--- src/rtl/e1_clk_tune_ctrl_pkg.sv ---
// Shared types and constants for the E1 clock-tune loop.
// FSM encoding, tune word width and midscale reset value.
package e1_clk_tune_ctrl_pkg;

   localparam int          TUNE_W   = 24;
   localparam logic [23:0] TUNE_MID = 24'h800000;

   typedef enum logic [1:0] {
      ST_IDLE  = 2'd0,
      ST_ERR   = 2'd1,
      ST_INTEG = 2'd2,
      ST_OUT   = 2'd3
   } state_t;

endpackage

--- src/rtl/e1_clk_tune_ctrl_sat_add.sv ---
// Unsigned 24-bit value plus a left-shifted signed error,
// clamped to [0, 24'hFFFFFF] with a wide intermediate so nothing wraps.
module sat_add_u24 (
   input  logic        [23:0] base,
   input  logic signed [15:0] err,
   input  logic        [3:0]  sh,
   output logic        [23:0] sum
);

   logic signed [41:0] ext_err;
   logic signed [41:0] ext_sum;

   // widen, shift, add, then clamp to the unsigned 24-bit range
   always_comb begin
      ext_err = $signed({{26{err[15]}}, err}) <<< sh;
      ext_sum = $signed({18'b0, base}) + ext_err;
      if (ext_sum < 0)
         sum = '0;
      else if (ext_sum > 42'sh0FFFFFF)
         sum = '1;
      else
         sum = ext_sum[23:0];
   end

endmodule

--- src/rtl/e1_clk_tune_ctrl.sv ---
// Closed-loop PI controller driving the coarse/fine clock-tune PDMs
// from the E1 tick count captured at each USB SOF.
module e1_clk_tune_ctrl
   import e1_clk_tune_ctrl_pkg::*;
#(
   parameter int CNT_W    = 16,
   parameter int NOMINAL  = 2048,
   parameter int ERR_MAX  = 255,
   parameter int LOCK_TOL = 2,
   parameter int LOCK_CNT = 16
) (
   input  logic             clk,
   input  logic             rst,
   input  logic [CNT_W-1:0] cap_val,
   input  logic             cap_stb,
   input  logic             ctl_en,
   input  logic [3:0]       ctl_kp_sh,
   input  logic [3:0]       ctl_ki_sh,
   input  logic [23:0]      ctl_preset,
   input  logic             ctl_preset_stb,
   output logic [11:0]      pdm_hi_val,
   output logic [11:0]      pdm_lo_val,
   output logic             pdm_oe,
   output logic             locked,
   output logic [15:0]      err_last,
   output logic             sample_miss
);

   localparam int               LCW   = $clog2(LOCK_CNT + 1);
   localparam logic [LCW-1:0]   LC_MX = LCW'(LOCK_CNT);
   localparam logic [CNT_W-1:0] NOM_C = CNT_W'(NOMINAL);

   state_t             state, state_nxt;
   logic               prime;
   logic [CNT_W-1:0]   cap_q;
   logic signed [15:0] err_q;
   logic [23:0]        integ, tune;
   logic [23:0]        integ_sum, tune_sum;
   logic [LCW-1:0]     lock_cnt, lock_nxt;
   logic signed [CNT_W:0] e_raw;
   logic signed [15:0] e_clamp;
   logic               in_lock;
   logic               start, miss;

   // state register
   always_ff @(posedge clk or posedge rst) begin
      if (rst) state <= ST_IDLE;
      else     state <= state_nxt;
   end

   // sequencing; enable drop and preset abort to IDLE
   always_comb begin
      state_nxt = state;
      start     = 1'b0;
      unique case (state)
         ST_IDLE: begin
            if (cap_stb && ctl_en && prime) begin
               state_nxt = ST_ERR;
               start     = 1'b1;
            end
         end
         ST_ERR:   state_nxt = ST_INTEG;
         ST_INTEG: state_nxt = ST_OUT;
         ST_OUT:   state_nxt = ST_IDLE;
         default:  state_nxt = ST_IDLE;
      endcase
      if (!ctl_en || ctl_preset_stb) begin
         state_nxt = ST_IDLE;
         start     = 1'b0;
      end
      miss = cap_stb && ctl_en && !ctl_preset_stb &&
             (!prime || state != ST_IDLE);
   end

   // clamped error and lock-counter step
   always_comb begin
      e_raw = $signed({1'b0, NOM_C}) - $signed({1'b0, cap_q});
      if (e_raw > $signed(ERR_MAX))
         e_clamp = 16'(ERR_MAX);
      else if (e_raw < -$signed(ERR_MAX))
         e_clamp = -16'(ERR_MAX);
      else
         e_clamp = 16'(e_raw);
      in_lock = (err_q >= -LOCK_TOL) && (err_q <= LOCK_TOL);
      if (!in_lock)
         lock_nxt = '0;
      else if (lock_cnt == LC_MX)
         lock_nxt = LC_MX;
      else
         lock_nxt = lock_cnt + 1'b1;
   end

   sat_add_u24 u_integ_add (
      .base (integ),
      .err  (err_q),
      .sh   (ctl_ki_sh),
      .sum  (integ_sum)
   );

   sat_add_u24 u_tune_add (
      .base (integ),
      .err  (err_q),
      .sh   (ctl_kp_sh),
      .sum  (tune_sum)
   );

   // datapath registers: capture, error, integrator, tune, lock
   always_ff @(posedge clk or posedge rst) begin
      if (rst) begin
         prime       <= 1'b0;
         cap_q       <= '0;
         err_q       <= '0;
         integ       <= TUNE_MID;
         tune        <= TUNE_MID;
         lock_cnt    <= '0;
         locked      <= 1'b0;
         pdm_oe      <= 1'b0;
         sample_miss <= 1'b0;
      end else begin
         pdm_oe      <= ctl_en;
         sample_miss <= miss;
         if (!ctl_en)
            prime <= 1'b0;
         else if (cap_stb && !ctl_preset_stb)
            prime <= 1'b1;
         if (start)
            cap_q <= cap_val;
         if (ctl_preset_stb) begin
            integ    <= ctl_preset;
            tune     <= ctl_preset;
            lock_cnt <= '0;
            locked   <= 1'b0;
         end else if (!ctl_en) begin
            lock_cnt <= '0;
            locked   <= 1'b0;
         end else begin
            unique case (state)
               ST_ERR:   err_q <= e_clamp;
               ST_INTEG: integ <= integ_sum;
               ST_OUT: begin
                  tune     <= tune_sum;
                  lock_cnt <= lock_nxt;
                  locked   <= (lock_nxt == LC_MX);
               end
               default: ;
            endcase
         end
      end
   end

   assign pdm_hi_val = tune[23:12];
   assign pdm_lo_val = tune[11:0];
   assign err_last   = err_q;

endmodule

--- config.mk ---
export PLATFORM = sky130hd
export DESIGN_NAME = e1_clk_tune_ctrl
export DESIGN_NICKNAME = d
export VERILOG_FILES = /design/src/rtl/e1_clk_tune_ctrl_pkg.sv /design/src/rtl/e1_clk_tune_ctrl_sat_add.sv /design/src/rtl/e1_clk_tune_ctrl.sv
export SDC_FILE = /design/constraint.sdc
export NUM_CORES = 1
export LEC_CHECK = 0
export BUFFER_PORTS_ARGS = -buffer_cell sky130_fd_sc_hd__buf_4
export CORE_UTILIZATION = 25
export CTS_BUF_LIST = sky130_fd_sc_hd__clkbuf_8
export CTS_CLUSTER_SIZE = 12
export DETAILED_ROUTE_END_ITERATION = 8
export GPL_TIMING_DRIVEN = 0
export PLACE_DENSITY = 0.42
export SLEW_MARGIN = 20
export SYNTH_ARGS = -nofsm -noshare
export SYNTH_HDL_FRONTEND = slang
export SYNTH_SLANG_ARGS = --single-unit
--- constraint.sdc ---
create_clock -name clk -period 5.1 [get_ports clk]
set_clock_uncertainty 0.2 [all_clocks]
set_input_delay 1.02 -clock clk [delete_from_list [all_inputs] [get_ports clk]]
set_output_delay 1.02 -clock clk [all_outputs]
set_load 0.005 [all_outputs]
# Word-level counts from Yosys, hierarchy flattened
# Index checks and enable logic that the tools add are counted.
dict set report classes {
  add_sub_neg 4
  n_lt_le_gt_ge 8
  n_eq_ne 8
  n_shift 2
  mux 28
  n_bitwise 1
  reduce_logical 19
}
# operator n
set ops {}
lappend ops {{two-way mux 24 bit} 10}
lappend ops {{adder 25 x 42 -> 42 bit} 2}
lappend ops {{> comparator 42 x 25 -> 1 bit, second input constant} 2}
lappend ops {{< comparator 42 x 1 -> 1 bit, second input constant} 2}
lappend ops {{<<< shifter 16 x 4 -> 42 bit} 2}
lappend ops {{two-way mux 16 bit} 2}
lappend ops {{two-way mux 5 bit} 5}
lappend ops {{> comparator 17 x 9 -> 1 bit, second input constant} 1}
lappend ops {{< comparator 17 x 9 -> 1 bit, second input constant} 1}
lappend ops {{subtractor 12 x 16 -> 17 bit, first input constant} 1}
lappend ops {{greater-or-equal comparator 16 x 2 -> 1 bit, second input constant} 1}
lappend ops {{<= comparator 16 x 3 -> 1 bit, second input constant} 1}
lappend ops {{equality test 5 bit, second input constant} 2}
lappend ops {{two-way mux 1 bit} 8}
lappend ops {{case mux 2 bit (4 select lines)} 1}
lappend ops {{nonzero test 2 bit} 4}
lappend ops {{logical AND 1 bit} 6}
lappend ops {{adder 5 x 1 -> 5 bit, second input constant} 1}
lappend ops {{equality test 2 bit, second input constant} 2}
lappend ops {{two-way mux 2 bit} 2}
lappend ops {{AND reduction 2 bit} 2}
lappend ops {{zero test 1 bit} 3}
lappend ops {{!= test 3 x 1 -> 1 bit, second input constant} 1}
lappend ops {{!= test 3 bit, second input constant} 1}
lappend ops {{6 further kinds} 7}
dict set report totals {
  regBits 91
  input_bits 53
  wordCells 80
}

# Logic depth before layout (Yosys ltp)
# Gate-level depths: netlist of the first run.
dict set report logic_depth {
  word_depth 8
  mapped_depth 21
  depth_no_buf 17
}

# Hierarchy
# Synthesis of the first run repeated with hierarchy kept, for this count alone.
dict set report unflattened {
  cells_unflattened 1269
  area_unflattened_um2 10531.4
}
# mod instances cells_per_inst area_per_inst_um2 seq_area_each_um2
set modules_own_cells {}
lappend modules_own_cells {sat_add_u24 2 393 2914.0 0.0}
lappend modules_own_cells {e1_clk_tune_ctrl 1 483 4703.3 2279.7}

# Worst setup path after synthesis of the first run
# Ideal clock, no wire load.
dict set report synth_path {
  path_kind {input-to-reg}
  from {input port ctl_kp_sh[0]}
  to {register tune[10]}
  setup_time_ns 0.138
  arrival_ns 4.841
  required_time_ns 4.762
  path_slack_ns -0.079
  path_stages 19
  path_buffers 4
  path_cell_list {buf_6 > buf_6 > clkbuf_1 > mux2i_1 > mux2_2 > nor2_1 > a21oi_1 > mux2i_1 > ha_1 > a211oi_1 > o21ai_1 > o211ai_1 > o2111ai_1 > a221oi_2 > nor4_1 > o311a_1 > o41ai_4 > buf_4 > o211ai_1}
}
dict set report synth_via {
  elab_chain_len 8
  elab_cells_between_ends 9
  cone_classes {1 x add/sub; 2 x order compare; 1 x shift; 5 x mux}
}
# item line_no
set synth_lines {}
lappend synth_lines {{start: declaration} e1_clk_tune_ctrl.sv:17} ;# input logic [3:0] ctl_kp_sh,
lappend synth_lines {{<<< shifter 16 x 4 -> 42 bit (*)} e1_clk_tune_ctrl_sat_add.sv:15} ;# ext_err = $signed({{26{err[15]}}, err}) <<< sh;
lappend synth_lines {{adder 25 x 42 -> 42 bit (*)} e1_clk_tune_ctrl_sat_add.sv:16} ;# ext_sum = $signed({18'b0, base}) + ext_err;
lappend synth_lines {{> comparator 42 x 25 -> 1 bit} e1_clk_tune_ctrl_sat_add.sv:19} ;# else if (ext_sum > 42'sh0FFFFFF)
lappend synth_lines {{two-way mux 24 bit} e1_clk_tune_ctrl_sat_add.sv:19}
lappend synth_lines {{two-way mux 24 bit (*)} e1_clk_tune_ctrl_sat_add.sv:17} ;# if (ext_sum < 0)
lappend synth_lines {{two-way mux 24 bit (*)} e1_clk_tune_ctrl.sv:137} ;# unique case (state)
lappend synth_lines {{two-way mux 24 bit (*)} e1_clk_tune_ctrl.sv:133} ;# end else if (!ctl_en) begin
lappend synth_lines {{two-way mux 24 bit (*)} e1_clk_tune_ctrl.sv:128} ;# if (ctl_preset_stb) begin
lappend synth_lines {{end signal: assignment} e1_clk_tune_ctrl.sv:130} ;# tune <= ctl_preset;
lappend synth_lines {{end signal: assignment} e1_clk_tune_ctrl.sv:141} ;# tune <= tune_sum;
lappend synth_lines {{end: declaration} e1_clk_tune_ctrl.sv:37} ;# logic [23:0] integ, tune;
# Mark *: on every way between the ends. The rest lies on a longest branch, timed or not. The select of a mux whose other input is x is not followed.
# A chain may end at the register's enable or synchronous reset.

# Worst setup path after layout of the first run
dict set report layout_path {
  from {input port ctl_ki_sh[1]}
  to {register integ[19]}
}
dict set report layout_via {
  elab_chain_len 8
  elab_cells_between_ends 9
  cone_classes {1 x add/sub; 2 x order compare; 1 x shift; 5 x mux}
}
# item line_no
set layout_lines {}
lappend layout_lines {{start: declaration} e1_clk_tune_ctrl.sv:18} ;# input logic [3:0] ctl_ki_sh,
lappend layout_lines {{<<< shifter 16 x 4 -> 42 bit (*)} e1_clk_tune_ctrl_sat_add.sv:15}
lappend layout_lines {{adder 25 x 42 -> 42 bit (*)} e1_clk_tune_ctrl_sat_add.sv:16}
lappend layout_lines {{> comparator 42 x 25 -> 1 bit} e1_clk_tune_ctrl_sat_add.sv:19}
lappend layout_lines {{two-way mux 24 bit} e1_clk_tune_ctrl_sat_add.sv:19}
lappend layout_lines {{two-way mux 24 bit (*)} e1_clk_tune_ctrl_sat_add.sv:17}
lappend layout_lines {{two-way mux 24 bit (*)} e1_clk_tune_ctrl.sv:137}
lappend layout_lines {{two-way mux 24 bit (*)} e1_clk_tune_ctrl.sv:133}
lappend layout_lines {{two-way mux 24 bit (*)} e1_clk_tune_ctrl.sv:128}
lappend layout_lines {{end signal: assignment} e1_clk_tune_ctrl.sv:129} ;# integ <= ctl_preset;
lappend layout_lines {{end signal: assignment} e1_clk_tune_ctrl.sv:139} ;# ST_INTEG: integ <= integ_sum;
lappend layout_lines {{end: declaration} e1_clk_tune_ctrl.sv:37}
# Marks and branches as above.

==> reports/metrics.cfg, run 1 <==
[outcome]
outcome=complete, no violations

[critical_path]
r2r-start=err_last[15]
path_cells=buf_2 > buf_8 > buf_4 > mux2i_2 > a21oi_1 > mux2i_1 > o22ai_1 > ha_1 > a21oi_2 > o21ai_0 > a21o_1 > a221o_2 > a211oi_4 > a21boi_1 > mux2_4 > nor3_4 > buf_4 > o21ai_0
slowest_stage=a221o_2
endpoint_kind=register
reg2reg_to=integ[16]
path_class=in -> reg
crit_required_ps=5160
start_kind=primary input
crit_fanout=19
cp-startpoint=ctl_ki_sh[1]
worstRegToRegCells=18
slowest_delay_ps=450
rrSetupSlack_ps=390
arrival_ps=5010

[grt]
use_met3=0.0351
gr-usage-met2=0.308
antenna_found_initial=0
grt_pass1_vias=8480
busiest_layer=met2
grt_util_met1=0.265
grt-ovfl-total=0
grtUsageTotal=0.192
grt_pass1_wl_mm=53.1
grt_max_degree=58

[cts]
h-tree-depth=3
clk_pin_slew_worst_paths_ps=100
cts-root-buf=clkbuf_8
clkSinkCount=91
holdBufCountCts=0
insertion_delay_ps=400
cts_buffers=9
cts_tree=yes
clock_path_buffers=2

[detailed_routing]
drc=0
drt_pass1_iterations=8
drt_wl_total_mm=35.1
postRouteAntennaNets=0
drt_iter0_drc=550
wl_per_cell_um=21.1
via_per_inst=5.39
via_count=8977

[min_path]
whs_path_depth=1
min_path_type=reg -> reg
worstHoldStart=prime
whs_endpoint=sample_miss

[logic_synthesis]
synth-edff-count=0
yosysSeqAreaShare=0.257
synthFlopType=dfrtp_1
async_reset_ff_frac=1.00
avgSynthCellArea_um2=8.16
ys_ff_latch=91
yosysUniqueCellTypes=87
yosysWarningCount=0
synth_cells=1085
syn_nets=1197
mappedNetlistArea_mm2=0.00886

[placed_design]
pre_cts_slack_ps=-1100
dp_hpwl_mm=28.2
placed_cells_incl_taps=1630
place.gp.congestion=0.898
portBuffers=89

[timing]
hold_viol=0
fin_tns_setup_ps=0
min_period_ps=4950
slew_headroom=0.470
setup_viol=0
clock.fmax_mhz=202
worst_slack_ps=153
finalCritPeriodShare=0.970
slew_viol_final=0
tightest_slew_ps=795

[floorplanning]
start_util=0.255
coreArea_mm2=0.0347
die_h_um=190
num_rows=68
dieArea_mm2=0.0362
num_io_pins=96
die_w_um=190

[power]
total_power_mw=3.91
irDropWorstVdd_uv=146
cellPowerDensity_mw_per_mm2=361
p_leak_nw=4.47

[job]
drv_cap=0

[layout]
layout-drive-gt1-share=0.214
multiInputGateArea_mm2=0.00648
stdcell_count=1665
area_growth_pct=22.5
final_core_util=0.313
diodes=0
seq_area_mm2=0.00228
nets=1318
n_fill_cell=3793

-- layout make-up --
class,instances,area share
Multi-Input combinational cell,902,0.597
Inverter,28,0.0105
Sequential cell,91,0.210
Clock inverter,5,0.00726
Tap cell,455,0.0525
Timing Repair Buffer,112,0.0793
Buffer,62,0.0303
Clock buffer,10,0.0127
-- metal layers --
| layer | wire length (um) | up-vias |
|---|---|---|
| li1 | - | 4336 |
| met5 | 0 | - |
| met2 | 15900 | 267 |
| met4 | 881 | 0 |
| met3 | 1880 | 34 |
| met1 | 16400 | 4340 |
-- timing repair --
item                                    4_1_cts  5_1_grt
endpoints found under the setup margin       48       48
pin swaps                                     6       20
gates resized for setup                      24       76
buffers inserted                              6       16
-- logic make-up (layout without fill, tap and decap cells) --
| kind of cell | count (synthesis) | in the layout | share of synthesized area |
|---|---|---|---|
| adder cells (fa/ha/maj) | 59 | 59 | 0.0850 |
| XOR/XNOR | 52 | 52 | 0.0514 |
| AND/OR/NAND/NOR | 331 | 331 | 0.179 |
| buffers and inverters | 92 | 217 | 0.0442 |
| flip-flops | 91 | 91 | 0.257 |
| multiplexers | 69 | 69 | 0.0918 |
| AO/OA/AOI/OAI | 391 | 391 | 0.292 |
-- metrics by stage --
step | area [um2] | hold WS [ps]
finish | 10900 | 313
global route | 10900 | 344
CTS | 10500 | 313
detailed placement | 10100 | 300
global placement | 10100 | 293
floorplan | 8860 | 259
-- power by group --
| part | internal [mW] | switching (mW) | leakage, nW | total [mW] |
|---|---|---|---|---|
| clock network | 0.285 | 0.290 | 0.106 | 0.576 |
| logic | 0.939 | 1.34 | 3.24 | 2.28 |
| registers | 0.846 | 0.211 | 1.12 | 1.06 |
| total | 2.07 | 1.84 | 4.47 | 3.91 |
-- registers in the layout, indices dropped and copies added (netlist names) --
signal	flops
pdm_oe	1
err_last	16
locked	1
state	2
lock_cnt	5
tune	24
prime	1
cap_q	16
sample_miss	1
integ	24
-- how the worst max path moves through the flow --
stage | endpoint | cells past startpoint
floorplan | tune[10] | 18
global placement | integ[0] | 18
detailed placement | tune[0] | 18
CTS | tune[15] | 20
global route | tune[15] | 22
finish | integ[19] | 18
-- cells in the mapped netlist, drive strengths merged, types with 15 or more instances --
cell / number / area [um2]
inv: 27 / 101
o21ai: 82 / 410
dfrtp: 89 / 2230
nand2: 105 / 394
a21oi: 107 / 539
nor3: 25 / 136
o22ai: 16 / 100
xnor2: 32 / 280
a21o: 18 / 135
nor4: 18 / 113
nand2b: 16 / 100
xor2: 20 / 175
nand3: 25 / 125
a211oi: 18 / 145
o21a: 15 / 113
a22oi: 28 / 210
o211ai: 25 / 188
buf: 24 / 136
nor2: 84 / 315
clkbuf: 40 / 150
ha: 57 / 713
mux2: 26 / 300
mux2i: 38 / 400
-- worst max-delay path, delay by kind of cell --
| family | cells | cell delay [ps] |
|---|---|---|
| AOI/OAI and AO/OA | 9 | 1740 |
| muxes | 3 | 850 |
| buffers and inverters | 4 | 740 |
| adders and majority gates | 1 | 390 |
| and+or+nand+nor | 1 | 270 |
-- cell usage in the layout (no fill, tap or decap), types with 28 or more instances in the layout --
cell	n
dfrtp_1	89
nand2_1	104
o21ai_0	64
clkbuf_1	30
xnor2_1	32
nor2_1	84
a22oi_1	28
buf_4	114
ha_1	54
a21oi_1	95
No activity file was read; power rests on OpenSTA's default activity.
==> inputs of run 2 (changes only) <==
--- a/config.mk
+++ b/config.mk
@@ -6,6 +6,7 @@
 export NUM_CORES = 1
 export LEC_CHECK = 0
 export BUFFER_PORTS_ARGS = -buffer_cell sky130_fd_sc_hd__buf_4
+export CORE_MARGIN = 10
 export CORE_UTILIZATION = 25
 export CTS_BUF_LIST = sky130_fd_sc_hd__clkbuf_8
 export CTS_CLUSTER_SIZE = 12
==> run 2 against run 1 <==
  * Via count fell by 0.84%
  * Maximum frequency shrank 0.43%
  * First-iteration DRC count up 3.8%
  * Critical path depth unchanged
  * Utilization is 0.10 points lower
  * Setup slack got worse by 21 ps
==> reports/metrics.cfg, run 2 (same netlist as run 1, synthesis figures left out) <==
[outcome]
outcome=complete, no violations

[layout]
largestRegisters=integ: 24 flops, tune: 24 flops
nets=1316  ; -0.15%
layout_commonest_cell=buf_4
final_core_util=0.312  ; -0.00101
layout-drive-gt1-share=0.211  ; -0.00313
area_growth_pct=22.1
mostFrequentLayoutCells=107 x buf_4, 104 x nand2_1, 95 x a21oi_1, 89 x dfrtp_1, 83 x nor2_1
stdcell_count=1665  ; unchanged

[power]
total_power_mw=3.86  ; -1.2%
p_sw_frac=0.470  ; -0.00113
p_seq_frac=0.273  ; +0.003
cellPowerDensity_mw_per_mm2=357  ; -0.91%
switchingPower_mw=1.82  ; -1.5%
irDropWorstVdd_uv=175  ; +19%
clkPwrFrac=0.150  ; +0.003
p_comb_frac=0.578  ; -0.005
power.internal_mw=2.05  ; -1.0%
p_leak_nw=4.46  ; about the same

[cts]
insertion_delay_ps=400  ; about the same
cts_buffers=9  ; unchanged
holdBufCountCts=0  ; unchanged
cts-root-buf=clkbuf_8
clock_path_buffers=2  ; unchanged
clk_pin_slew_worst_paths_ps=100  ; about the same
cts_tree=yes
clkSinkCount=91  ; unchanged
h-tree-depth=3  ; unchanged

[min_path]
whs_endpoint=sample_miss
whs_path_depth=1  ; unchanged
min_path_type=reg -> reg
worstHoldStart=prime

[timing]
setup_viol=0  ; unchanged
slew_viol_final=0  ; unchanged
hold_viol=0  ; unchanged
holdWs_ps=313  ; -0.0280 ps
worst_slack_ps=132  ; -21.5 ps
clock.fmax_mhz=201  ; -0.43%
tightest_slew_ps=824  ; +29.1 ps
slew_headroom=0.449  ; -0.0214
finalCritPeriodShare=0.974  ; +0.00421
min_period_ps=4970  ; +21.5 ps

[critical_path]
slowest_delay_ps=470  ; +20 ps
path_buf_inv=4  ; unchanged
crit_required_ps=5170  ; about the same
worstRegToRegCells=18  ; unchanged
arrival_ps=5040  ; +30 ps
r2r-start=err_last[15]
crit_fanout=19  ; unchanged
path_class=in -> reg
slowest_stage=a221o_2
reg2reg_to=tune[3]
rrSetupSlack_ps=330  ; -60 ps
path_cells=buf_2 > buf_8 > buf_6 > mux2i_2 > a21oi_1 > mux2i_1 > o22ai_1 > ha_1 > a21oi_2 > o21ai_0 > a21o_1 > a221o_2 > a211oi_4 > a21boi_1 > mux2_4 > nor3_4 > buf_6 > a31oi_1
start_kind=primary input
path_common_cell=buf_6
endpoint_kind=register
cp_top_family=compound AO/OA/AOI/OAI gates

[detailed_routing]
drt_wl_total_mm=35.6  ; +1.6%
drt_pass1_iterations=6  ; -2
postRouteAntennaNets=0  ; unchanged
via_count=8902  ; -0.84%
drc=0  ; unchanged
drt_iter0_drc=571  ; +3.8%
wl_per_cell_um=21.4  ; +1.6%
via_per_inst=5.35  ; -0.84%

[grt]
grtUsageTotal=0.158  ; -0.0341
antenna_found_initial=1  ; +1
grt_pass1_wl_mm=54.4  ; +2.5%
grt-ovfl-total=0  ; unchanged
gr-usage-met2=0.243  ; -0.0652
busiest_layer=met2
grt_max_degree=57  ; -1.7%
use_met3=0.0371  ; +0.00199
grt_util_met1=0.219  ; -0.0463
grt_pass1_vias=8774  ; +3.5%

[floorplanning]
coreArea_mm2=0.0347  ; unchanged
die_w_um=208  ; +9.5%
die_h_um=208  ; +9.5%
num_rows=68  ; unchanged
dieArea_mm2=0.0434  ; +20%
num_io_pins=96  ; unchanged
start_util=0.255  ; unchanged

[placed_design]
dp_hpwl_mm=28.9  ; +2.7%
placed_cells_incl_taps=1630  ; unchanged
place.gp.congestion=0.875  ; -2.5%
pre_cts_slack_ps=-1230  ; -125 ps
portBuffers=89  ; unchanged

[job]
drv_cap=0  ; unchanged

run 2: cell types whose count changed in the layout (fill, tap and decap cells not counted), sizes merged:
cell	delta
inv	+1
diode	+1
clkinvlp	-2
clkinv	+3
buf	-3
run 2: final cells by class:
type / count / area (um2)
inverter: 28 / 111
sequential: 91 / 2280
timing repair buffer: 109 / 842
multi-input combinational: 902 / 6450
clock buffer: 9 / 124
tap: 455 / 569
clock inverter: 7 / 93.8
antenna: 1 / 2.50
fill: 3804 / 23900
buffer: 63 / 344
run 2: worst register-to-register path, delay by kind of cell, from the launching register on:
family,cells,cell delay (ps)
AOI/OAI and AO/OA,11,2280
buffers and inverters,4,880
DFF,1,420
adders and majority gates,1,360
muxes,1,310
and+or+nand+nor,1,190
run 2: what timing repair did:
| item | CTS | global route |
|---|---|---|
| buffers inserted | 7 | 12 |
| pin swaps | 6 | 20 |
| gates resized for setup | 27 | 72 |
| endpoints found under the setup margin | 48 | 48 |
run 2: metrics by stage:
stage / setup TNS [ps] / cell area [um2]
after floorplan: 0 / 8860
after global routing: -184 / 10800
after CTS: 0 / 10500
after detailed placement: -49100 / 10100
final: 0 / 10800
after global placement: -61910 / 10100
run 2: metal layers:
metal | share of wire | vias up
li1 | - | 4318
met1 | 0.48 | 4306
met2 | 0.44 | 242
met3 | 0.060 | 36
met4 | 0.019 | 0
met5 | 0 | -
run 2: how the worst max path moves through the flow:
stage,start,to,slack [ps],cells after the start
after global routing,ctl_ki_sh[1],integ[11],-50,18
after CTS,ctl_kp_sh[0],tune[16],2,20
after detailed placement,ctl_ki_sh[1],integ[2],-1230,18
after floorplan,ctl_kp_sh[0],tune[10],60,18
after global placement,ctl_ki_sh[1],integ[0],-1310,18
final,ctl_ki_sh[1],integ[3],130,18
run 2: power by group through the flow:
stage / clock (mW) / sequential [mW] / combinational [mW]
2_1_floorplan: 0 / 0.974 / 1.44
3_3_place_gp: 0 / 1.07 / 2.06
3_5_place_dp: 0 / 1.07 / 2.06
4_1_cts: 0.594 / 1.06 / 2.12
5_1_grt: 0.618 / 1.07 / 2.46
6_report: 0.578 / 1.05 / 2.23
==> inputs of run 3 (changes only) <==
--- a/config.mk
+++ b/config.mk
@@ -12,7 +12,7 @@
 export CTS_CLUSTER_SIZE = 12
 export DETAILED_ROUTE_END_ITERATION = 8
 export GPL_TIMING_DRIVEN = 0
-export PLACE_DENSITY = 0.42
+export PLACE_DENSITY = 0.5
 export SLEW_MARGIN = 20
 export SYNTH_ARGS = -nofsm -noshare
 export SYNTH_HDL_FRONTEND = slang
==> run 3 against run 2 <==
  * Sequential power hardly changed
  * Largest cell class unchanged
  * Largest power group unchanged
  * Design area is 0.34% lower
  * Clock-buffer cell count increased by 2
  * Critical endpoint is now integ[21]
==> reports/metrics.cfg, run 3 (same netlist as run 1, synthesis figures left out) <==
[power]
power.internal_mw=2.06  ; +0.47%
switchingPower_mw=1.78  ; -1.9%
clkPwrFrac=0.151  ; about the same
p_leak_nw=4.46  ; -0.16%
p_sw_frac=0.464  ; -0.00585
p_comb_frac=0.577  ; about the same
irDropWorstVdd_uv=208  ; +19%
cellPowerDensity_mw_per_mm2=356  ; -0.29%
p_seq_frac=0.272  ; about the same

[grt]
antenna_found_initial=1  ; unchanged
grtUsageTotal=0.149  ; -0.00958
grt_max_degree=65  ; +14%
grt_pass1_wl_mm=51.8  ; -4.7%
grt-ovfl-total=0  ; unchanged
grt_pass1_vias=8681  ; -1.1%

[critical_path]
slowest_delay_ps=540  ; +70 ps
slowest_stage=mux4_2
path_common_cell=o21ai_0
path_class=in -> reg
path_cells=buf_2 > buf_6 > mux4_2 > mux2i_1 > o22ai_2 > ha_1 > nand2_1 > o21ai_0 > a21o_1 > a221o_2 > a211oi_2 > a21oi_1 > mux2i_4 > buf_4 > nor4_4 > o21ai_0
arrival_ps=4970  ; -70 ps
rrSetupSlack_ps=400  ; +70 ps
start_kind=primary input
crit_required_ps=5180  ; about the same
endpoint_kind=register
crit_fanout=10  ; -9

[timing]
slew_viol_final=0  ; unchanged
tightest_slew_ps=774  ; -49.5 ps
clock.fmax_mhz=204  ; +1.6%
fin_tns_setup_ps=0  ; unchanged
finalCritPeriodShare=0.959  ; -0.0152
slew_headroom=0.482  ; +0.0331
holdWs_ps=304  ; -8.25 ps
hold_viol=0  ; unchanged
min_period_ps=4890  ; -77.4 ps
setup_viol=0  ; unchanged

[layout]
layout-drive-gt1-share=0.203  ; -0.00794
largestRegisters=integ: 24 flops, tune: 24 flops
stdcell_count=1662  ; -0.18%
mostFrequentLayoutCells=110 x buf_4, 104 x nand2_1, 100 x a21oi_1, 89 x dfrtp_1, 84 x nor2_1
layout_commonest_cell=buf_4
diodes=0  ; -1
area_growth_pct=21.7
final_core_util=0.311  ; -0.00105
nets=1314  ; -0.15%

[cts]
insertion_delay_ps=390  ; about the same
clock_path_buffers=2  ; unchanged
cts-root-buf=clkbuf_8
clk_pin_slew_worst_paths_ps=90  ; about the same
cts_buffers=9  ; unchanged
clkSinkCount=91  ; unchanged
h-tree-depth=3  ; unchanged
cts_tree=yes

[placed_design]
placed_cells_incl_taps=1630  ; unchanged
place.gp.congestion=0.946  ; +8.2%
dp_hpwl_mm=27.1  ; -6.2%
portBuffers=89  ; unchanged

[floorplanning]
dieArea_mm2=0.0434  ; unchanged
coreArea_mm2=0.0347  ; unchanged
die_w_um=208  ; unchanged
num_rows=68  ; unchanged
start_util=0.255  ; unchanged
die_h_um=208  ; unchanged
num_io_pins=96  ; unchanged

[detailed_routing]
postRouteAntennaNets=0  ; unchanged
via_per_inst=5.36  ; +0.30%
via_count=8913  ; +0.12%
drc=0  ; unchanged
drt_pass1_iterations=6  ; unchanged
drt_wl_total_mm=33.5  ; -6.1%
wl_per_cell_um=20.1  ; -5.9%
drt_iter0_drc=653  ; +14%

[outcome]
outcome=complete, no violations

[min_path]
min_path_type=reg -> reg

[job]
drv_cap=0  ; unchanged

-- run 3: final cells by class --
type / count / area, um2
fillers: 3774 / 23900
repair buffers: 109 / 842
multi-input cells: 902 / 6430
plain buffers: 61 / 318
inverters: 28 / 114
flip-flops and latches: 91 / 2280
well taps: 455 / 569
clock buffers: 11 / 151
clock inverters: 5 / 76.3
-- run 3: worst paths after layout --
| path | start | endpoint | depth (start not counted) |
|---|---|---|---|
| worst max-delay path | ctl_ki_sh[0] | integ[21] | 16 |
| worst min-delay path | prime | sample_miss | 1 |
| worst max register to register | err_last[15] | tune[9] | 18 |
| worst min register to register | prime | sample_miss | 1 |
| max in group asynchronous | rst | tune[23] | 3 |
| min in group asynchronous | rst | locked | 2 |
-- run 3: critical path: cells and delay by family --
family / cells / cell delay [ps]
AOI/OAI and AO/OA: 7 / 1480
adders and majority gates: 1 / 380
buffers and inverters: 3 / 570
muxes: 3 / 1060
and+or+nand+nor: 2 / 450
-- run 3: per-layer routing --
layer  wire [um]  vias up  part of all wire  global-route usage
met5          13        -           0.00039                   0
met4         437        2             0.013              0.0269
met1       15300     4252              0.46               0.200
met2       14900      313              0.45               0.230
met3        2750       30             0.082              0.0437
li1            -     4316                 -                   -
-- run 3: timing repair --
item                                    CTS  global route
gates resized for setup                  29            52
pin swaps                                 7            15
buffers inserted                          6            13
endpoints found under the setup margin   48            48
hold buffers                              0             0
-- run 3: metrics by stage --
step | cell area (um2) | setup slack, ps | power [mW]
finish | 10800 | 209 | 3.84
global route | 10800 | -47.2 | 4.13
CTS | 10500 | 0.515 | 3.75
detailed placement | 10100 | -1160 | 3.10
global placement | 10100 | -1220 | 3.09
floorplan | 8860 | 58.7 | 2.41
-- run 3: power groups by stage --
stage	registers (mW)	clock network [mW]	logic, mW
CTS	1.04	0.596	2.11
global placement	1.05	0	2.04
finish	1.04	0.581	2.22
floorplan	0.974	0	1.44
global route	1.06	0.628	2.44
detailed placement	1.06	0	2.04
